### src/rtl/serdes_var_if.sv
// rtl/serdes_var_if.sv - command, word-stream and buffer bundle for serdes_var
interface serdes_var_if #(
    parameter int W = 64,
    parameter int N = 4
);
    localparam int LW = $clog2(N + 1);

    logic          cmd_startDes;
    logic          cmd_startSer;
    logic [LW-1:0] cmd_numWords;
    logic          cmd_canReceive;
    logic          busy;
    logic [W*N-1:0] buffer_write;
    logic [W*N-1:0] buffer_read;
    logic [W-1:0]  des;
    logic          des_isReady;
    logic          des_canReceive;
    logic          des_isLast;
    logic [W-1:0]  ser;
    logic          ser_isReady;
    logic          ser_canReceive;
    logic          ser_isLast;

    modport master (
        output cmd_startDes, cmd_startSer, cmd_numWords, buffer_read,
               des, des_isReady, ser_canReceive,
        input  cmd_canReceive, busy, buffer_write, des_canReceive,
               des_isLast, ser, ser_isReady, ser_isLast
    );

    modport slave (
        input  cmd_startDes, cmd_startSer, cmd_numWords, buffer_read,
               des, des_isReady, ser_canReceive,
        output cmd_canReceive, busy, buffer_write, des_canReceive,
               des_isLast, ser, ser_isReady, ser_isLast
    );
endinterface

### src/rtl/serdes_var.sv
// rtl/serdes_var.sv - variable-length serialiser/deserialiser over an N-word external buffer
module serdes_var #(
    parameter int W = 64,
    parameter int N = 4
) (
    input  logic         clk,
    input  logic         rst,
    serdes_var_if.slave  bus
);
    localparam int LW = $clog2(N + 1);

    typedef enum logic [1:0] {IDLE, XFER, ALIGN} state_t;

    state_t        state, state_nxt;
    logic          is_ser_q, is_des_q;
    logic [LW-1:0] k_q, cnt_q, align_left_q;

    logic [LW-1:0] k_clamp, eff_k, eff_cnt;
    logic          accept, eff_ser, eff_des, active, step, last;
    logic [W*N-1:0] shifted, rotated, inserted;

    // Accept-cycle values are used directly so word 0 can move with zero latency
    always_comb begin
        k_clamp = (bus.cmd_numWords > LW'(N)) ? LW'(N) : bus.cmd_numWords;
        accept  = (state == IDLE) && !rst && (bus.cmd_startSer || bus.cmd_startDes);
        eff_ser = (state == IDLE) ? (accept && bus.cmd_startSer) : is_ser_q;
        eff_des = (state == IDLE) ? (accept && bus.cmd_startDes) : is_des_q;
        eff_k   = (state == IDLE) ? k_clamp : k_q;
        eff_cnt = (state == IDLE) ? '0 : cnt_q;
        active  = (state == XFER) || (accept && (k_clamp != '0));
        step    = active && (eff_des ? (bus.des_isReady && (!eff_ser || bus.ser_canReceive))
                                     : bus.ser_canReceive);
        last    = step && (eff_cnt == eff_k - LW'(1));
    end

    always_ff @(posedge clk or posedge rst) begin
        if (rst) state <= IDLE;
        else     state <= state_nxt;
    end

    always_comb begin
        state_nxt = state;
        case (state)
            IDLE, XFER: begin
                if (active) begin
                    if (last) state_nxt = (eff_k == LW'(N)) ? IDLE : ALIGN;
                    else      state_nxt = XFER;
                end
            end
            ALIGN:   if (align_left_q == LW'(1)) state_nxt = IDLE;
            default: state_nxt = IDLE;
        endcase
    end

    always_ff @(posedge clk or posedge rst) begin
        if (rst) begin
            is_ser_q     <= 1'b0;
            is_des_q     <= 1'b0;
            k_q          <= '0;
            cnt_q        <= '0;
            align_left_q <= '0;
        end else begin
            if (accept && (k_clamp != '0)) begin
                is_ser_q <= bus.cmd_startSer;
                is_des_q <= bus.cmd_startDes;
                k_q      <= k_clamp;
            end
            if (step) cnt_q <= last ? '0 : eff_cnt + LW'(1);
            if (last) begin
                is_ser_q     <= 1'b0;
                is_des_q     <= 1'b0;
                align_left_q <= LW'(N) - eff_k;
            end else if (state == ALIGN) begin
                align_left_q <= align_left_q - LW'(1);
            end
        end
    end

    // Shift via >> so N=1 needs no empty part-select
    always_comb begin
        shifted  = bus.buffer_read >> W;
        rotated  = shifted;
        rotated[W*N-1 -: W]  = bus.buffer_read[W-1:0];
        inserted = shifted;
        inserted[W*N-1 -: W] = bus.des;

        bus.cmd_canReceive = (state == IDLE);
        bus.busy           = (state != IDLE) || active;
        bus.des_canReceive = eff_des && active && (!eff_ser || bus.ser_canReceive);
        bus.ser_isReady    = eff_ser && active && (eff_des ? bus.des_isReady : bus.ser_canReceive);
        bus.des_isLast     = last;
        bus.ser_isLast     = last;
        bus.ser            = bus.buffer_read[W-1:0];
        bus.buffer_write   = bus.buffer_read;
        if (state == ALIGN)  bus.buffer_write = rotated;
        else if (step)       bus.buffer_write = eff_des ? inserted : rotated;
    end
endmodule

### src/flat_wrapper.sv
// flat-port wrapper written by rule: the top's interface ports become plain ports
module serdes_var_flat 
#(
    parameter int W = 64,
    parameter int N = 4
)
  (clk, rst, bus_cmd_startDes, bus_cmd_startSer, bus_cmd_numWords, bus_buffer_read, bus_des, bus_des_isReady, bus_ser_canReceive, bus_cmd_canReceive, bus_busy, bus_buffer_write, bus_des_canReceive, bus_des_isLast, bus_ser, bus_ser_isReady, bus_ser_isLast);
  serdes_var_if #(.W(W), .N(N)) bus_i ();
  input  logic clk;
  input  logic rst;
  input wire logic [$bits(bus_i.cmd_startDes)-1:0] bus_cmd_startDes;
  input wire logic [$bits(bus_i.cmd_startSer)-1:0] bus_cmd_startSer;
  input wire logic [$bits(bus_i.cmd_numWords)-1:0] bus_cmd_numWords;
  input wire logic [$bits(bus_i.buffer_read)-1:0] bus_buffer_read;
  input wire logic [$bits(bus_i.des)-1:0] bus_des;
  input wire logic [$bits(bus_i.des_isReady)-1:0] bus_des_isReady;
  input wire logic [$bits(bus_i.ser_canReceive)-1:0] bus_ser_canReceive;
  output wire logic [$bits(bus_i.cmd_canReceive)-1:0] bus_cmd_canReceive;
  output wire logic [$bits(bus_i.busy)-1:0] bus_busy;
  output wire logic [$bits(bus_i.buffer_write)-1:0] bus_buffer_write;
  output wire logic [$bits(bus_i.des_canReceive)-1:0] bus_des_canReceive;
  output wire logic [$bits(bus_i.des_isLast)-1:0] bus_des_isLast;
  output wire logic [$bits(bus_i.ser)-1:0] bus_ser;
  output wire logic [$bits(bus_i.ser_isReady)-1:0] bus_ser_isReady;
  output wire logic [$bits(bus_i.ser_isLast)-1:0] bus_ser_isLast;
  assign bus_i.cmd_startDes = bus_cmd_startDes;
  assign bus_i.cmd_startSer = bus_cmd_startSer;
  assign bus_i.cmd_numWords = bus_cmd_numWords;
  assign bus_i.buffer_read = bus_buffer_read;
  assign bus_i.des = bus_des;
  assign bus_i.des_isReady = bus_des_isReady;
  assign bus_i.ser_canReceive = bus_ser_canReceive;
  assign bus_cmd_canReceive = bus_i.cmd_canReceive;
  assign bus_busy = bus_i.busy;
  assign bus_buffer_write = bus_i.buffer_write;
  assign bus_des_canReceive = bus_i.des_canReceive;
  assign bus_des_isLast = bus_i.des_isLast;
  assign bus_ser = bus_i.ser;
  assign bus_ser_isReady = bus_i.ser_isReady;
  assign bus_ser_isLast = bus_i.ser_isLast;
  serdes_var #(.W(W), .N(N)) u_core (.clk(clk), .rst(rst), .bus(bus_i));
endmodule
### config.mk
export PLATFORM = sky130hd
export DESIGN_NAME = serdes_var_flat
export DESIGN_NICKNAME = d
export VERILOG_FILES = /design/src/rtl/serdes_var_if.sv /design/src/rtl/serdes_var.sv /design/src/flat_wrapper.sv
export SDC_FILE = /design/constraint.sdc
export NUM_CORES = 1
export LEC_CHECK = 0
export CAP_MARGIN = 5
export CORE_AREA = 2 2 255 257
export CTS_CLUSTER_SIZE = 14
export DETAILED_ROUTE_END_ITERATION = 7
export DIE_AREA = 0 0 257 259
export GPL_ROUTABILITY_DRIVEN = 0
export HOLD_SLACK_MARGIN = 0.08
export SETUP_SLACK_MARGIN = 0.3
export SYNTH_ARGS = -nofsm -noshare
export SYNTH_HDL_FRONTEND = slang
export SYNTH_SLANG_ARGS = --single-unit
### constraint.sdc
create_clock -name clk -period 7.82 [get_ports clk]
set_clock_uncertainty 0.05 [all_clocks]
set_input_delay 1.564 -clock clk [delete_from_list [all_inputs] [get_ports clk]]
set_output_delay 1.564 -clock clk [all_outputs]
set_load 0.02 [all_outputs]
==> impl_metrics.ini <==
[logic_synthesis]
syn-num-nets = 913
dominantRegCellSynth = dfrtp_1
syn_inst = 580
syn-cell-area_sq_um = 5305
syn_avg_cell_area_sq_um = 9.147
yosysSeqAreaShare = 0.06132
synth.distinct_cells = 49
ys_ff_latch = 13
ys_async_sr_fraction = 1.000
synth_edf_count = 0
yosysWarningCount = 0

[finish]
multi_input_area_sq_um = 4051
layout.cells.non_filler = 1999
seqCellArea_sq_um = 325.3
finish.utilization = 0.1935
nNetsFinal = 1472
n_fill_cell = 6956
syn_to_final_growth_pct = 133.0
drive_above_1_share = 0.2179

[die]
die_w_microns = 257
core_sq_um = 63880
pin_count = 655
dieArea_sq_um = 66560
start_util = 0.08304
num_rows = 93
die_h_microns = 259

[timing]
period_needed_ns = 6.687
fin_tns_setup_ns = 0
period_share = 0.8552
rsz0062_at_grt = false
relSlewSlack = 0.5624
slew_viol_final = 0
fmax_mhz = 149.5
finalHoldViolations = 0
setup_ws_ns = 1.133
worstMarginPinSlew_ns = 0.6495
setup_violations = 0

[clock_tree]
cts.reportedPaths.clkPinSlew_ns = 0.05
cts_tree = yes
cts_buffer_depth = 2
postCtsSetupRepairBufs = 0
cts_buffers = 3
cts_root_buffer = clkbuf_16
cts.sinks = 13
clock_latency_ns = 0.25
cts-htree-levels = 1
cts_resized = 0
hold_buffers = 0

[worst_setup_path]
critPathLaunchType = input pin
r2r_end = u_core.align_left_q[2]$_DFFE_PP0P_
reg2reg_depth = 10
r2r-start = u_core.state[1]$_DFFE_PP0P_
crit_required_ns = 6.21
crit_path_end_kind = primary output
arrival_ns = 5.07
path_class = in -> out
reg2reg_slack_ns = 3.97
cp_max_fo = 10

[place]
dp_hpwl_microns = 38810
dp.cells = 1989
dpl_worst_slack_ns = 1.176
port_buffers = 654

[routing]
via_count = 7134
avgViaCountPerCell = 3.569
ant_nets = 0
drtIter0Drc = 410
wl_per_cell_microns = 22.03
dr.pass1.iters = 5
drc = 0
drt-total-wl_microns = 44040

[job]
max_cap_viol_count = 0

[global_route]
grt_max_degree = 71
grt_pass1_wl_microns = 57870
antenna_found_initial = 21
grtUsageTotal = 0.1220
grt_pass1_vias = 7242
overflow = 0

[min_path]
holdCritStartpoint = u_core.k_q[2]$_DFFE_PP0P_
worst_hold_path.endpoint = u_core.k_q[2]$_DFFE_PP0P_
hold_depth = 1
hp-class = reg -> reg

[power_and_ir_drop]
ir_drop_mv = 0.2064
p_leak_uw = 0.004537
total_power_uw = 4474
power_density_nw_per_um2 = 361.9

[run_status]
status = complete, no violations
per-stage QoR:
step / area, sq um / hold slack (ns)
after floorplan: 5305 / 0.4158
after global placement: 12270 / 0.4424
after detailed placement: 12270 / 0.4446
after CTS: 12350 / 0.4555
after global routing: 12360 / 0.4982
final: 12360 / 0.4529
routing by layer:
layer / global-route usage / vias to the layer above / share of wire
li1: - / 3208 / -
met1: 0.1447 / 3340 / 0.40
met2: 0.2067 / 520 / 0.47
met3: 0.04862 / 54 / 0.11
met4: 0.02568 / 12 / 0.024
met5: 0 / - / 0.0015
worst max-delay path, cell delays in order:
cell and delay [ns]:
clkdlybuf4s50_1 0.56, nor4b_1 0.35, a21oi_1 0.11, and2_1 0.19, ha_1 0.37, or4b_2 0.63, o22ai_1 0.27, nor2b_1 0.20
buf_4 0.21, clkdlybuf4s50_1 0.62
where the power goes:
part           total, uW  internal, uW  leakage (uW)  switching [uW]
Combinational       4240          2100       0.00434            2130
Sequential           137          98.1      0.000156            38.9
Clock                100          69.1     0.0000382            31.3
Total               4470          2270       0.00454            2200
worst max-delay path by stage:
stage,from,endpoint,cells past startpoint
3_5_place_dp,bus_cmd_numWords[2],bus_des_isLast,10
5_1_grt,bus_cmd_numWords[2],bus_des_isLast,10
4_1_cts,bus_cmd_numWords[2],bus_des_isLast,10
6_report,bus_cmd_numWords[2],bus_des_isLast,10
3_3_place_gp,bus_cmd_numWords[2],bus_ser_isLast,10
2_1_floorplan,bus_cmd_numWords[2],bus_ser_isLast,10
final cells by class:
cell class	count	share of cell area
antenna	6	0.001215
clock buffer	4	0.006376
multi-input combinational	418	0.3277
timing repair buffer	665	0.5403
inverter	38	0.01154
sequential	13	0.02632
tap	855	0.08654
synth_stat cells (2+ instances only):
cell type	n	area share
nand3_1	3	0.0028
clkbuf_1	14	0.0099
a22o_1	4	0.0066
nand2_1	17	0.012
buf_4	69	0.098
inv_1	38	0.027
o21ai_1	30	0.028
mux2_2	129	0.27
o211ai_1	2	0.0028
or2_2	2	0.0024
a22oi_1	31	0.044
and2_1	3	0.0035
nor4b_1	2	0.0033
buf_2	10	0.0094
a21oi_1	5	0.0047
o21ai_0	10	0.0094
ha_1	4	0.0094
o221a_2	33	0.070
mux2i_1	2	0.0038
xnor2_1	5	0.0083
mux2_4	63	0.18
nor2b_1	4	0.0047
nand2b_1	32	0.038
and3_1	3	0.0035
nor3b_1	2	0.0028
dfrtp_1	13	0.061
nor2_1	8	0.0057
nor3_1	3	0.0028
o21a_1	2	0.0028
buf_6	18	0.038
state kept, by name (all words and copies together), names as in the netlist:
| register | flops |
|---|---|
| u_core.is_ser_q | 1 |
| u_core.is_des_q | 1 |
| u_core.cnt_q | 3 |
| u_core.k_q | 3 |
| u_core.state | 2 |
| u_core.align_left_q | 3 |
placed cells by master, fill, tap and decap left out, types with 2 or more instances in the layout:
| cell | instances |
|---|---|
| nor4b_1 | 2 |
| o211ai_1 | 2 |
| inv_1 | 38 |
| and3_1 | 2 |
| a22o_1 | 4 |
| ha_1 | 4 |
| o21ai_1 | 30 |
| a22oi_1 | 31 |
| clkdlybuf4s50_1 | 654 |
| mux2_4 | 63 |
| nand3_1 | 2 |
| o21a_1 | 2 |
| nand2b_1 | 32 |
| mux2i_1 | 2 |
| nor3_1 | 3 |
| buf_12 | 4 |
| o21ai_0 | 10 |
| nor3b_1 | 2 |
| nand2_1 | 17 |
| o221a_2 | 33 |
| clkbuf_16 | 3 |
| dfrtp_1 | 13 |
| mux2_2 | 129 |
| nor2_1 | 8 |
| nor2b_1 | 4 |
| and2_1 | 3 |
| diode_2 | 6 |
| a21oi_1 | 5 |
| or2_2 | 2 |
| xnor2_1 | 5 |
| buf_4 | 7 |
kinds of logic after synthesis:
family | count (synthesis) | synth area share
buffers and inverters | 149 | 0.1821
xor gates and xnor gates | 5 | 0.008254
AOI/OAI and AO/OA | 129 | 0.1901
and+or+nand+nor | 85 | 0.09080
muxes | 195 | 0.4580
adders and majority gates | 4 | 0.009434
DFF | 13 | 0.06132
Note: power is estimated with default switching activity, not from simulation.
